===== src/rtl/instruction_fetch_unit_pkg.sv =====
// Shared definitions for the LITE-16 instruction fetch unit: opcode
// constants, fetch FSM state encoding and a small decode helper.
package instruction_fetch_unit_pkg;

    localparam logic [3:0] OP_IMM_LO = 4'h8;
    localparam logic [3:0] OP_IMM_HI = 4'hB;
    localparam logic [3:0] OP_ST     = 4'hC;
    localparam logic [3:0] OP_LD     = 4'hD;
    localparam logic [3:0] OP_JMP    = 4'hE;
    localparam logic [3:0] OP_CALL   = 4'hF;

    // FETCH: request outstanding for pc, FLUSH: wrong-path request still
    // outstanding, HOLD: instruction word presented downstream
    typedef enum logic [1:0] {
        S_FETCH = 2'd0,
        S_FLUSH = 2'd1,
        S_HOLD  = 2'd2
    } state_e;

    // True for the immediate-operand ALU opcode range
    function automatic logic isImmOp(input logic [3:0] op);
        return (op >= OP_IMM_LO) && (op <= OP_IMM_HI);
    endfunction

endpackage


===== src/rtl/instruction_fetch_unit_decoder.sv =====
// Purely combinational opcode decoder producing the register-fetch flags.
// The fetch unit registers these flags at the same time it loads IR.
module instruction_decoder
    import instruction_fetch_unit_pkg::*;
(
    input  logic [3:0] opcode_i,
    output logic       ri_o,
    output logic       st_o,
    output logic       jmp_o,
    output logic       fn_o
);

    // Map opcode to flags; register ALU ops and loads leave all flags clear
    always_comb begin
        ri_o  = 1'b0;
        st_o  = 1'b0;
        jmp_o = 1'b0;
        fn_o  = 1'b0;
        if (isImmOp(opcode_i)) begin
            ri_o = 1'b1;
        end
        case (opcode_i)
            OP_ST:   st_o = 1'b1;
            OP_LD:   begin end
            OP_JMP:  jmp_o = 1'b1;
            OP_CALL: begin
                jmp_o = 1'b1;
                fn_o  = 1'b1;
            end
            default: begin end
        endcase
    end

endmodule


===== src/rtl/instruction_fetch_unit.sv =====
// LITE-16 front end: owns the PC, fetches instruction words over a req/ack
// memory port, holds each word for the register fetch unit and handles
// redirects from execute, including flushing a wrong-path fetch that the
// memory has already accepted.
module instruction_fetch_unit
    import instruction_fetch_unit_pkg::*;
#(
    parameter logic [15:0] RESET_PC = 16'h0000
) (
    input  logic        clk,
    input  logic        rst,
    output logic        imem_req,
    output logic [15:0] imem_addr,
    input  logic        imem_ack,
    input  logic [15:0] imem_rdata,
    input  logic        redirect,
    input  logic [15:0] redirect_pc,
    input  logic        inst_ready,
    output logic        inst_valid,
    output logic [15:0] inst_pc,
    output logic [3:0]  opcode,
    output logic [3:0]  i4_7,
    output logic [3:0]  i8_11,
    output logic [3:0]  i12_15,
    output logic        ri,
    output logic        st,
    output logic        jmp,
    output logic        fn
);

    state_e      state_q, state_d;
    logic [15:0] pc_q, pc_d;
    logic [15:0] reqAddr_q, reqAddr_d;
    logic [15:0] ir_q;
    logic [15:0] instPc_q;
    logic [3:0]  flags_q;
    logic        loadIr;
    logic        decRi, decSt, decJmp, decFn;

    instruction_decoder u_decoder (
        .opcode_i (imem_rdata[3:0]),
        .ri_o     (decRi),
        .st_o     (decSt),
        .jmp_o    (decJmp),
        .fn_o     (decFn)
    );

    // Next-state logic; redirect takes priority over both ack and ready
    always_comb begin
        state_d   = state_q;
        pc_d      = pc_q;
        reqAddr_d = reqAddr_q;
        loadIr    = 1'b0;
        case (state_q)
            S_FETCH: begin
                if (redirect) begin
                    pc_d = redirect_pc;
                    if (!imem_ack) begin
                        state_d   = S_FLUSH;
                        reqAddr_d = pc_q;
                    end
                end else if (imem_ack) begin
                    loadIr  = 1'b1;
                    pc_d    = pc_q + 16'd1;
                    state_d = S_HOLD;
                end
            end
            S_FLUSH: begin
                if (redirect) begin
                    pc_d = redirect_pc;
                end
                if (imem_ack) begin
                    state_d = S_FETCH;
                end
            end
            S_HOLD: begin
                if (redirect) begin
                    pc_d    = redirect_pc;
                    state_d = S_FETCH;
                end else if (inst_ready) begin
                    state_d = S_FETCH;
                end
            end
            default: state_d = S_FETCH;
        endcase
    end

    // FSM, PC and in-flight request address registers
    always_ff @(posedge clk) begin
        if (rst) begin
            state_q   <= S_FETCH;
            pc_q      <= RESET_PC;
            reqAddr_q <= 16'h0000;
        end else begin
            state_q   <= state_d;
            pc_q      <= pc_d;
            reqAddr_q <= reqAddr_d;
        end
    end

    // Instruction register, its address and decode flags, loaded together
    always_ff @(posedge clk) begin
        if (rst) begin
            ir_q     <= 16'h0000;
            instPc_q <= 16'h0000;
            flags_q  <= 4'h0;
        end else if (loadIr) begin
            ir_q     <= imem_rdata;
            instPc_q <= pc_q;
            flags_q  <= {decRi, decSt, decJmp, decFn};
        end
    end

    // Request stays up in FLUSH at the old address so the handshake is never
    // withdrawn; reset drops it immediately to abandon a pending transaction
    always_comb begin
        imem_req   = !rst && (state_q != S_HOLD);
        imem_addr  = (state_q == S_FLUSH) ? reqAddr_q : pc_q;
        inst_valid = !rst && (state_q == S_HOLD);
    end

    assign inst_pc = instPc_q;
    assign opcode  = ir_q[3:0];
    assign i4_7    = ir_q[7:4];
    assign i8_11   = ir_q[11:8];
    assign i12_15  = ir_q[15:12];
    assign ri      = flags_q[3];
    assign st      = flags_q[2];
    assign jmp     = flags_q[1];
    assign fn      = flags_q[0];

endmodule


===== config.mk =====
export PLATFORM = sky130hd
export DESIGN_NAME = instruction_fetch_unit
export DESIGN_NICKNAME = d
export VERILOG_FILES = /design/src/rtl/instruction_fetch_unit_pkg.sv /design/src/rtl/instruction_fetch_unit_decoder.sv /design/src/rtl/instruction_fetch_unit.sv
export SDC_FILE = /design/constraint.sdc
export NUM_CORES = 1
export LEC_CHECK = 0
export CAP_MARGIN = 20
export CORE_UTILIZATION = 44
export DETAILED_ROUTE_END_ITERATION = 10
export GPL_ROUTABILITY_DRIVEN = 0
export PLACE_DENSITY_LB_ADDON = 0.25
export SLEW_MARGIN = 40
export SYNTH_ARGS = -nofsm -noshare
export SYNTH_HDL_FRONTEND = slang
export SYNTH_SLANG_ARGS = --single-unit

===== constraint.sdc =====
create_clock -name clk -period 2 [get_ports clk]
set_input_delay 0.5 -clock clk [delete_from_list [all_inputs] [get_ports clk]]
set_output_delay 0.5 -clock clk [all_outputs]
set_load 0.03 [all_outputs]

==> summary.md, run 1 <==
| Metric | Value |
|---|---|
| Status | complete, but fails checks |
| Failing checks | negative setup slack |
| CTS root buf | clkbuf_8 |
| Row count | 31 |
| TritonCTS Sinks | 70 |
| Comb power frac | between 20% and 30% |
| CP most frequent cell | buf_6 |
| Sequential fraction of the synthesis area | between 40% and 50% |
| P_leak | about 1.8 nW |
| R2R depth | 8 |
| Synthesized cell area | 3370 µm² |
| Vias in the first global route | slightly above 3000 |
| DP Worst Slack | -0.156 ns |
| CP endpoint kind | output port |
| Via Count | around 3500 |
| Hold Startpoint | ir_q[13]$_SDFFE_PP0P_ |
| Mapped Cells | between 400 and 500 |
| Switching Share | about a third |
| Hold endpoint | ir_q[13]$_SDFFE_PP0P_ |
| CTS H-tree depth | 3 |
| Drt wl/cell | between 15 and 20 µm |
| Initial core utilization | between 40% and 50% |
| Final #Nets | ~570 |
| Non-filler cells, final | 634 |
| CP max FO | 6 |
| Setup crit start | state_q[1]$_SDFFE_PP0P_ |
| Hold path depth | 2 |
| R2r endpoint | pc_q[11]$_SDFFE_PP0P_ |
| Drt pass-1 iters | 5 |
| ANT cells | 0 |
| Vias per inst | between 5 and 6 |
| CP max-delay cell | dfxtp_2 |
| Number of buffers created by CTS | 9 |
| Sw Pwr | 1.20 mW |
| Final number of max-transition violations | 0 |
| Port-buffer cells | 90 |
| Final hold vios | 0 |
| Met3 wire len | between 700 and 800 µm |
| Worst Path Arrival | about 1.6 ns |
| Met2 Wirelength | approximately 4500 µm |
| Main synth FF type | dfxtp_1 |
| Max Clk Rate | slightly below 500 MHz |
| Die footprint | roughly 8000 µm² |
| R2R Setup Slk | 0.05 ns |
| Critical path required time | 1.50 ns |
| CTS tree | yes |
| Die width | between 80 and 90 µm |
| Critical R2R Launch | state_q[1]$_SDFFE_PP0P_ |
| Largest net degree at the start of global routing | between 70 and 80 |
| Internal Power | 2.40 mW |
| Yosys reg bits | 70 |
| First-pass GRT wire length | 15000 µm |
| Gr ovfl total | 0 |
| Worst-margin pin slew | about 0.5 ns |
| Iteration-0 DRC Markers | 335 |
| WL final | about 9600 µm |
| DR top layer | met4 |
| Placed Instances | ~620 |
| Final min period | 2.05 ns |
| Final setup vio count | 10 |
| Clock power share | between 20% and 30% |
| Initial antenna violation count | 0 |
| Worst-path clk slew | around 0.070 ns |
| Tightest Hold Check Type | flop to flop |
| # IOs | 91 |
| P&R area growth vs syn | 42.0% |
| Met1 Wirelength | ~4200 µm |
| Max-cap viol count | 0 |
| Worst-Skew Late Latency | about 0.35 ns |
| Floorplan core area | around 7300 µm² |
| Post-synth EDFFs | 0 |
| RSZ-0062 raised after global routing | true |
| Post-Synthesis Mean Instance Area | slightly below 8 µm² |
| Share of layout cells above drive strength 1 | 19.8% |
| Startpoint types | flop |
| Yosys warns | 0 |
| Final WS setup | -0.0482 ns |
| Total GRT Usage | around 25% |
| Remaining DRCs | 0 |
| Ys async rst share | 0% |
| VDD IR max | 0.599 mV |
| Post-DP HPWL | 6640 µm |
| Clock Skews | 0.00686 ns |
| WS Path Type | flop to output port |
| Die Span Y | slightly below 90 µm |
| Clock Path Buffers | 2 |
| Sequential fraction of design power | approximately 43% |
| Fillers | between 600 and 700 |
| Distinct cells, synth | 54 |
| Post-route ant nets | 0 |
| Crit path cell chain | inv_2 > ha_4 > buf_6 > mux2_4 > buf_6 |
| Rel. slew slack | approximately two thirds |
| Final period util | 102% |
| Synth Net Count | ~470 |
| Pwr/cell area | about 750 nW/µm² |
| Crit-path max cell delay | about 0.33 ns |
[cells in the mapped netlist (2+ instances only)]
cell type | instances | area share [%]
a22o_1 | 3 | 0.78
o21ai_1 | 3 | 0.45
nand2b_1 | 3 | 0.56
nand3_1 | 6 | 0.89
nand4_1 | 5 | 0.93
a311oi_1 | 2 | 0.52
mux2i_1 | 6 | 1.8
a21oi_1 | 59 | 8.8
mux2_2 | 13 | 4.3
o31ai_1 | 4 | 0.89
or3_1 | 3 | 0.56
buf_2 | 12 | 1.8
o22ai_1 | 3 | 0.56
ha_1 | 4 | 1.5
nor2_2 | 2 | 0.37
nor3_1 | 8 | 1.2
o21ai_0 | 12 | 1.8
o41ai_1 | 2 | 0.52
a211o_1 | 2 | 0.52
inv_1 | 7 | 0.78
nand2_1 | 115 | 13
nor4_1 | 7 | 1.3
dfxtp_1 | 70 | 42
clkbuf_1 | 9 | 1.0
buf_4 | 4 | 0.89
buf_1 | 3 | 0.33
nor3b_1 | 2 | 0.45
buf_6 | 6 | 2.0
nor2b_1 | 3 | 0.56
a32o_1 | 3 | 0.89
and3_1 | 3 | 0.56
nor2_1 | 18 | 2.0
[routing by layer]
layer	vias up	global-route usage, %
met2	177	37.7
met5	-	0
met1	1610	33.7
met3	18	6.19
met4	0	8.80
li1	1687	-
[timing repair]
action / 4_1_cts / 5_1_grt
setup buffers: 1 / 0
hold buffers: 0 / 0
gates resized for setup: 49 / 7
cloned: 1 / 0
hold endpoints to repair: 0 / 0
pin swaps: 0 / 0
setup endpoints to repair: 20 / 23
[worst max-delay path, delay by kind of cell (launching register included)]
kind,cells,cell delay (ns)
mux,1,0.31
fa+ha+maj,1,0.21
flops,1,0.33
buf+inv,3,0.36
[cells by family (layout without fill, tap and decap cells)]
logic type	after synthesis	after routing	share of synthesized area (%)
and+or+nand+nor	188	188	25.8
AOI/OAI and AO/OA	102	102	18.2
DFF	70	70	41.6
buffers and inverters	41	152	6.80
muxes	19	19	6.13
adders and majority gates	4	4	1.49
[cell usage in the layout, fill, tap and decap left out, types with 5 or more instances in the layout]
cell type,Yosys,final
nor3_1,8,8
nor2_1,18,18
o21ai_0,12,10
nand3_1,6,6
mux2_4,0,10
nand4_1,5,5
buf_6,6,12
dfxtp_1,70,68
clkbuf_8,0,9
buf_4,4,36
nand2_1,115,114
clkdlybuf4s50_1,0,71
nor4_1,7,7
mux2i_1,6,6
a21oi_1,59,59
inv_1,7,6
[final cells by class]
cell class / instances / area (µm²) / share of cell area [%]
multi-input combinational: 313 / 1810 / 37.8
tap: 99 / 124 / 2.59
inverter: 7 / 26.3 / 0.550
timing repair buffer: 129 / 1250 / 26.2
clock inverter: 7 / 46.3 / 0.969
sequential: 70 / 1400 / 29.4
clock buffer: 9 / 124 / 2.59
[power groups by stage]
| stage | Sequential, mW | Combinational [mW] | Clock, mW |
|---|---|---|---|
| floorplan | 1.62 | 0.514 | 0 |
| global placement | 1.58 | 0.936 | 0 |
| detailed placement | 1.58 | 0.950 | 0 |
| CTS | 1.55 | 1.02 | 1.03 |
| global route | 1.56 | 1.10 | 1.09 |
| finish | 1.55 | 1.03 | 1.01 |
[worst max-delay path by stage]
stage          slack, ns                   end
6_report           -0.05          imem_addr[0]
5_1_grt             -0.1         imem_addr[15]
4_1_cts            -0.07         imem_addr[12]
3_5_place_dp       -0.16  pc_q[8]$_SDFFE_PP0P_
3_3_place_gp       -0.12  pc_q[4]$_SDFFE_PP0P_
2_1_floorplan      -0.13         imem_addr[10]
[registers in the layout (all words and copies together), names as in the netlist]
signal	cells
flags_q	4
pc_q	16
ir_q	16
reqAddr_q	16
inst_pc	16
state_q	2
[stage by stage]
step / cell area, µm² / TNS [ns] / power, mW / util (%) / hold slack, ns
floorplan: 3370 / -0.395 / 2.13 / - / 0.433
global placement: 4460 / -1.23 / 2.51 / 60.9 / 0.438
detailed placement: 4460 / -3.72 / 2.53 / 60.9 / 0.447
CTS: 4770 / -0.437 / 3.59 / 65.1 / 0.458
global route: 4780 / -1.00 / 3.76 / 65.2 / 0.471
finish: 4780 / -0.435 / 3.60 / 65.2 / 0.455
Note: power is estimated with default switching activity, not from simulation.
==> inputs of run 2 (changes only) <==
- CELL_PAD_IN_SITES_DETAIL_PLACEMENT: default -> 0
- CELL_PAD_IN_SITES_GLOBAL_PLACEMENT: default -> 1
- CORE_UTILIZATION: 44 -> 31
==> run 2 against run 1 <==
The flow still finishes with violations (negative setup slack); maximum frequency fell by 0.36%; via count fell by 2.7%; wire length rose by 9.7%; critical path depth did not move; combinational power rose by 6%; power rose by 9.5%; largest power group unchanged.
==> summary.md, run 2 (synthesis results as in run 1) <==
| Metric | Value |
|---|---|
| CTS H-tree depth | 3 |
| CP endpoint kind | output port |
| ANT cells | 0 |
| Remaining DRCs | 0 |
| Max Clk Rate | around 490 MHz |
| Initial antenna violation count | 0 |
| Post-DP HPWL | between 7000 and 8000 µm |
| # IOs | 91 |
| Setup crit start | state_q[1]$_SDFFE_PP0P_ |
| Die footprint | approximately 11000 µm² |
| Worst-margin pin slew | 0.423 ns |
| RSZ-0062 raised after global routing | true |
| Finished Cell Area | approximately 5000 µm² |
| P&R area growth vs syn | 48.3% |
| Clock Skews | roughly 0.013 ns |
| WS Path Type | flop to output port |
| Failing checks | negative setup slack |
| Number of buffers created by CTS | 9 |
| VDD IR max | around 0.32 mV |
| Critical path required time | 1.50 ns |
| Total GRT Usage | 19.0% |
| Final min period | 2.06 ns |
| Die width | 106 µm |
| Clock Path Buffers | 2 |
| Initial core utilization | 32.3% |
| Fillers | about 1100 |
| Die Span Y | around 110 µm |
| Floorplan core area | about 10000 µm² |
| Worst-path clk slew | roughly 0.080 ns |
| Min Hold Slack | approximately 0.45 ns |
| CP max FO | 5 |
| Core Util, Final | 47.9% |
| Final WS setup | -0.0556 ns |
| Final setup vio count | 13 |
| Via Count | around 3400 |
| Drt wl/cell | 15.5 µm |
| TritonCTS Sinks | 70 |
| Most frequent cells in the layout | nand2_1, clkdlybuf4s50_1, dfxtp_1 |
| Worst Path Arrival | between 1.5 and 2 ns |
| First-pass GRT wire length | between 15000 and 20000 µm |
| Tightest Hold Check Type | flop to flop |
| Final hold vios | 0 |
| Row count | 37 |
| Hold Startpoint | ir_q[0]$_SDFFE_PP0P_ |
| Final #Nets | between 500 and 600 |
| Post-CTS Hold Fix Bufs | 0 |
| Largest net degree at the start of global routing | 33 |
| Final period util | 103% |
| Share of layout cells above drive strength 1 | between 20 and 25% |
| Final number of max-transition violations | 0 |
| P_leak | 1.86 nW |
| Vias per inst | around 5 |
| CTS tree | yes |
| Iteration-0 DRC Markers | 182 |
| Rel. slew slack | a little under three quarters |
| Vias in the first global route | 3294 |
| Worst-Skew Late Latency | about 0.35 ns |
| Startpoint types | flop |
| Commonest non-fill, non-tap cell in the layout | nand2_1 |
| CTS root buf | clkbuf_8 |
| Area after DPL | between 4000 and 5000 µm² |
| Critical R2R Launch | state_q[1]$_SDFFE_PP0P_ |
| Drt pass-1 iters | 4 |
| Gr ovfl total | 0 |
| Post-route setup TNS | -0.399 ns |
| Port-buffer cells | 90 |
| Pwr/cell area | ~800 nW/µm² |
| Max-cap viol count | 0 |
| WL final | 10500 µm |
| Status | complete, but fails checks |
| Post-route ant nets | 0 |
run 2: metal layers:
metal  up-vias  wire length, µm  GRT usage [%]
met5         -                0              0
met4         0               98           6.25
met3         7              514           3.49
met2        87             4890           30.8
met1      1606             5010           25.4
li1       1696                -              -
run 2: report_power, final:
part           total [mW]  internal [mW]  switching, mW
Clock                1.30          0.739          0.560
Combinational        1.09          0.508          0.584
Sequential           1.55           1.48         0.0733
Total                3.94           2.72           1.22
run 2: repair_timing:
| item | 4_1_cts | 5_1_grt |
|---|---|---|
| gates resized for setup | 24 | 16 |
| hold endpoints to repair | 0 | 0 |
| pin swaps | 0 | 1 |
| setup buffers | 0 | 2 |
| gates cloned | 1 | 2 |
| endpoints found under the setup margin | 16 | 24 |
run 2: critical path, stage by stage, from the launching register on:
cell       delay [ns]
dfxtp_2          0.33
inv_2            0.07
ha_4             0.19
clkbuf_16        0.17
mux2_4           0.31
buf_6            0.14
run 2: final cells by class:
class	count	area (µm²)	share of cell area, %
flip-flops and latches	70	1400	28.1
inverters	7	26.3	0.527
multi-input cells	314	1820	36.6
clock buffers	11	141	2.83
repair buffers	134	1340	26.9
well taps	136	170	3.41
clock inverters	5	81.3	1.63
run 2: worst paths after layout:
path | to | slack (ns) | cells after the start
min | ir_q[0]$_SDFFE_PP0P_ | 0.45 | 2
max | imem_addr[0] | -0.06 | 5
max reg2reg | pc_q[15]$_SDFFE_PP0P_ | 0.12 | 8
min reg2reg | ir_q[0]$_SDFFE_PP0P_ | 0.45 | 2
run 2: per-stage QoR:
step           setup WS [ns]  total power [mW]  cells
2_1_floorplan         -0.132              2.13    424
3_3_place_gp         -0.0141              2.57    656
3_5_place_dp         -0.0346              2.57    656
4_1_cts              -0.0806              3.93    673
5_1_grt              -0.0918              4.12    677
6_report             -0.0556              3.94    677
==> inputs of run 3 (changes only) <==
- CORE_UTILIZATION: 31 -> 38
- CTS_CLUSTER_DIAMETER: default -> 150
- clock period: 2 -> 2.57 ns (I/O delays scaled with it)
==> run 3 against run 2 <==
The run now ends clean; sequential power shrank 21%; critical path depth shrank 1; worst hold slack is essentially flat; clock power shrank 31%; critical endpoint is now imem_req; largest cell class unchanged.
==> summary.md, run 3 (synthesis results as in run 1) <==
| Metric | Value |
|---|---|
| Max Clk Rate | roughly 410 MHz |
| Commonest non-fill, non-tap cell in the layout | nand2_1 |
| # IOs | 91 |
| Post-route setup TNS | 0 ns |
| RSZ-0062 raised after global routing | false |
| Final hold vios | 0 |
| Internal Power | 1.91 mW |
| Pwr/cell area | approximately 600 nW/µm² |
| Worst-path clk slew | about 0.070 ns |
| Clock Path Buffers | 2 |
| Hold path depth | 2 |
| Startpoint types | flop |
| Comb power frac | between 20 and 25% |
| Final period util | a little over nine tenths |
| Floorplan core area | between 8000 and 9000 µm² |
| Clock Skews | approximately 0.0062 ns |
| CP endpoint kind | output port |
| Final #Nets | 552 |
| Drt pass-1 iters | 4 |
| TritonCTS Sinks | 70 |
| Non-filler cells, final | 620 |
| Switching Share | between 30% and 40% |
| First-pass GRT wire length | 14800 µm |
| Critical path required time | a little under 2 ns |
| VDD IR max | between 0.3 and 0.4 mV |
| Via Count | roughly 3300 |
| Post-route ant nets | 0 |
| CP max FO | 3 |
| Remaining DRCs | 0 |
| Post-DP HPWL | 6660 µm |
| Worst-Skew Late Latency | ~0.34 ns |
| R2R depth | 5 |
| WL final | around 9500 µm |
| Die Span Y | roughly 96 µm |
| Placed Instances | 605 |
| Vias per inst | between 5 and 6 |
| Initial antenna violation count | 0 |
| Min Hold Slack | between 0.4 and 0.5 ns |
| Sequential fraction of design power | between 40% and 50% |
| Port-buffer cells | 90 |
| Iteration-0 DRC Markers | around 190 |
| WS Path Type | flop to output port |
| CTS H-tree depth | 3 |
| Worst-margin pin slew | between 0.4 and 0.5 ns |
| Largest net degree at the start of global routing | 71 |
| Worst Path Arrival | 1.80 ns |
| ANT cells | 0 |
| Post-CTS Setup Inserts | 0 |
| Die footprint | between 9000 and 10000 µm² |
| Die width | around 96 µm |
| Row count | 33 |
| Final min period | 2.44 ns |
| P_leak | between 1.5 and 2 nW |
| Drt wl/cell | 15.3 µm |
| Most frequent cells in the layout | nand2_1, clkdlybuf4s50_1, dfxtp_1 |
| Tightest Hold Check Type | flop to flop |
| CTS root buf | clkbuf_8 |
| Total GRT Usage | a little over a fifth |
| Max-cap viol count | 0 |
| Share of layout cells above drive strength 1 | roughly 15% |
| Clock power share | about a third |
| Final number of max-transition violations | 0 |
| Sw Pwr | roughly 0.89 mW |
| Final setup vio count | 0 |
| Vias in the first global route | roughly 2900 |
| Status | finished clean |
| P&R area growth vs syn | 35.1% |
| Initial core utilization | between 40% and 50% |
| CTS tree | yes |
| Number of buffers created by CTS | 9 |
| Post-CTS Hold Fix Bufs | 0 |
| Gr ovfl total | 0 |
| Rel. slew slack | 70.1% |
run 3: path summary, 6_finish.rpt:
check                            endpoint                     from  slack, ns
setup / recovery                 imem_req  state_q[0]$_SDFFE_PP0P_       0.13
setup reg to reg    pc_q[12]$_SDFFE_PP0P_     pc_q[1]$_SDFFE_PP0P_       0.63
hold reg to reg   inst_pc[1]$_SDFFE_PP0P_  inst_pc[1]$_SDFFE_PP0P_       0.45
hold / removal    inst_pc[1]$_SDFFE_PP0P_  inst_pc[1]$_SDFFE_PP0P_       0.45
run 3: final cells by class:
type | count | area (µm²)
timing repair buffer | 110 | 1060
clock buffer | 10 | 138
fill | 834 | 3830
sequential | 70 | 1400
inverter | 7 | 26.3
tap | 105 | 131
multi-input combinational | 313 | 1740
clock inverter | 5 | 60.1
run 3: metal layers:
metal / vias to the layer above / GRT usage (%) / wire [µm]
met5: - / 0 / 0
met4: 0 / 5.85 / 103
met3: 8 / 5.37 / 449
met2: 87 / 31.9 / 4280
met1: 1532 / 29.9 / 4680
li1: 1638 / - / -
run 3: what timing repair did:
item	in CTS	in global routing
gates resized for setup	2	0
endpoints found under the hold margin	0	0
setup endpoints to repair	2	0
run 3: worst max-delay path: stages (launching register included):
cell	delay [ns]
dfxtp_1	0.34
inv_1	0.08
ha_1	0.22
nor2_1	0.13
clkdlybuf4s50_1	0.69
run 3: through the flow:
stage / setup WS [ns] / util [%] / total power [mW] / area [µm²]
floorplan: 0.244 / - / 1.66 / 3370
global placement: 0.290 / 51.9 / 1.93 / 4350
detailed placement: 0.230 / 51.9 / 1.93 / 4350
CTS: 0.120 / 54.3 / 2.83 / 4550
global route: 0.0575 / 54.3 / 2.94 / 4550
finish: 0.132 / 54.3 / 2.80 / 4550
run 3: power by group through the flow:
| stage | Sequential [mW] | Combinational (mW) | Clock (mW) |
|---|---|---|---|
| 2_1_floorplan | 1.26 | 0.400 | 0 |
| 6_report | 1.22 | 0.690 | 0.892 |
| 3_3_place_gp | 1.24 | 0.687 | 0 |
| 3_5_place_dp | 1.24 | 0.692 | 0 |
| 4_1_cts | 1.22 | 0.693 | 0.918 |
| 5_1_grt | 1.23 | 0.744 | 0.968 |
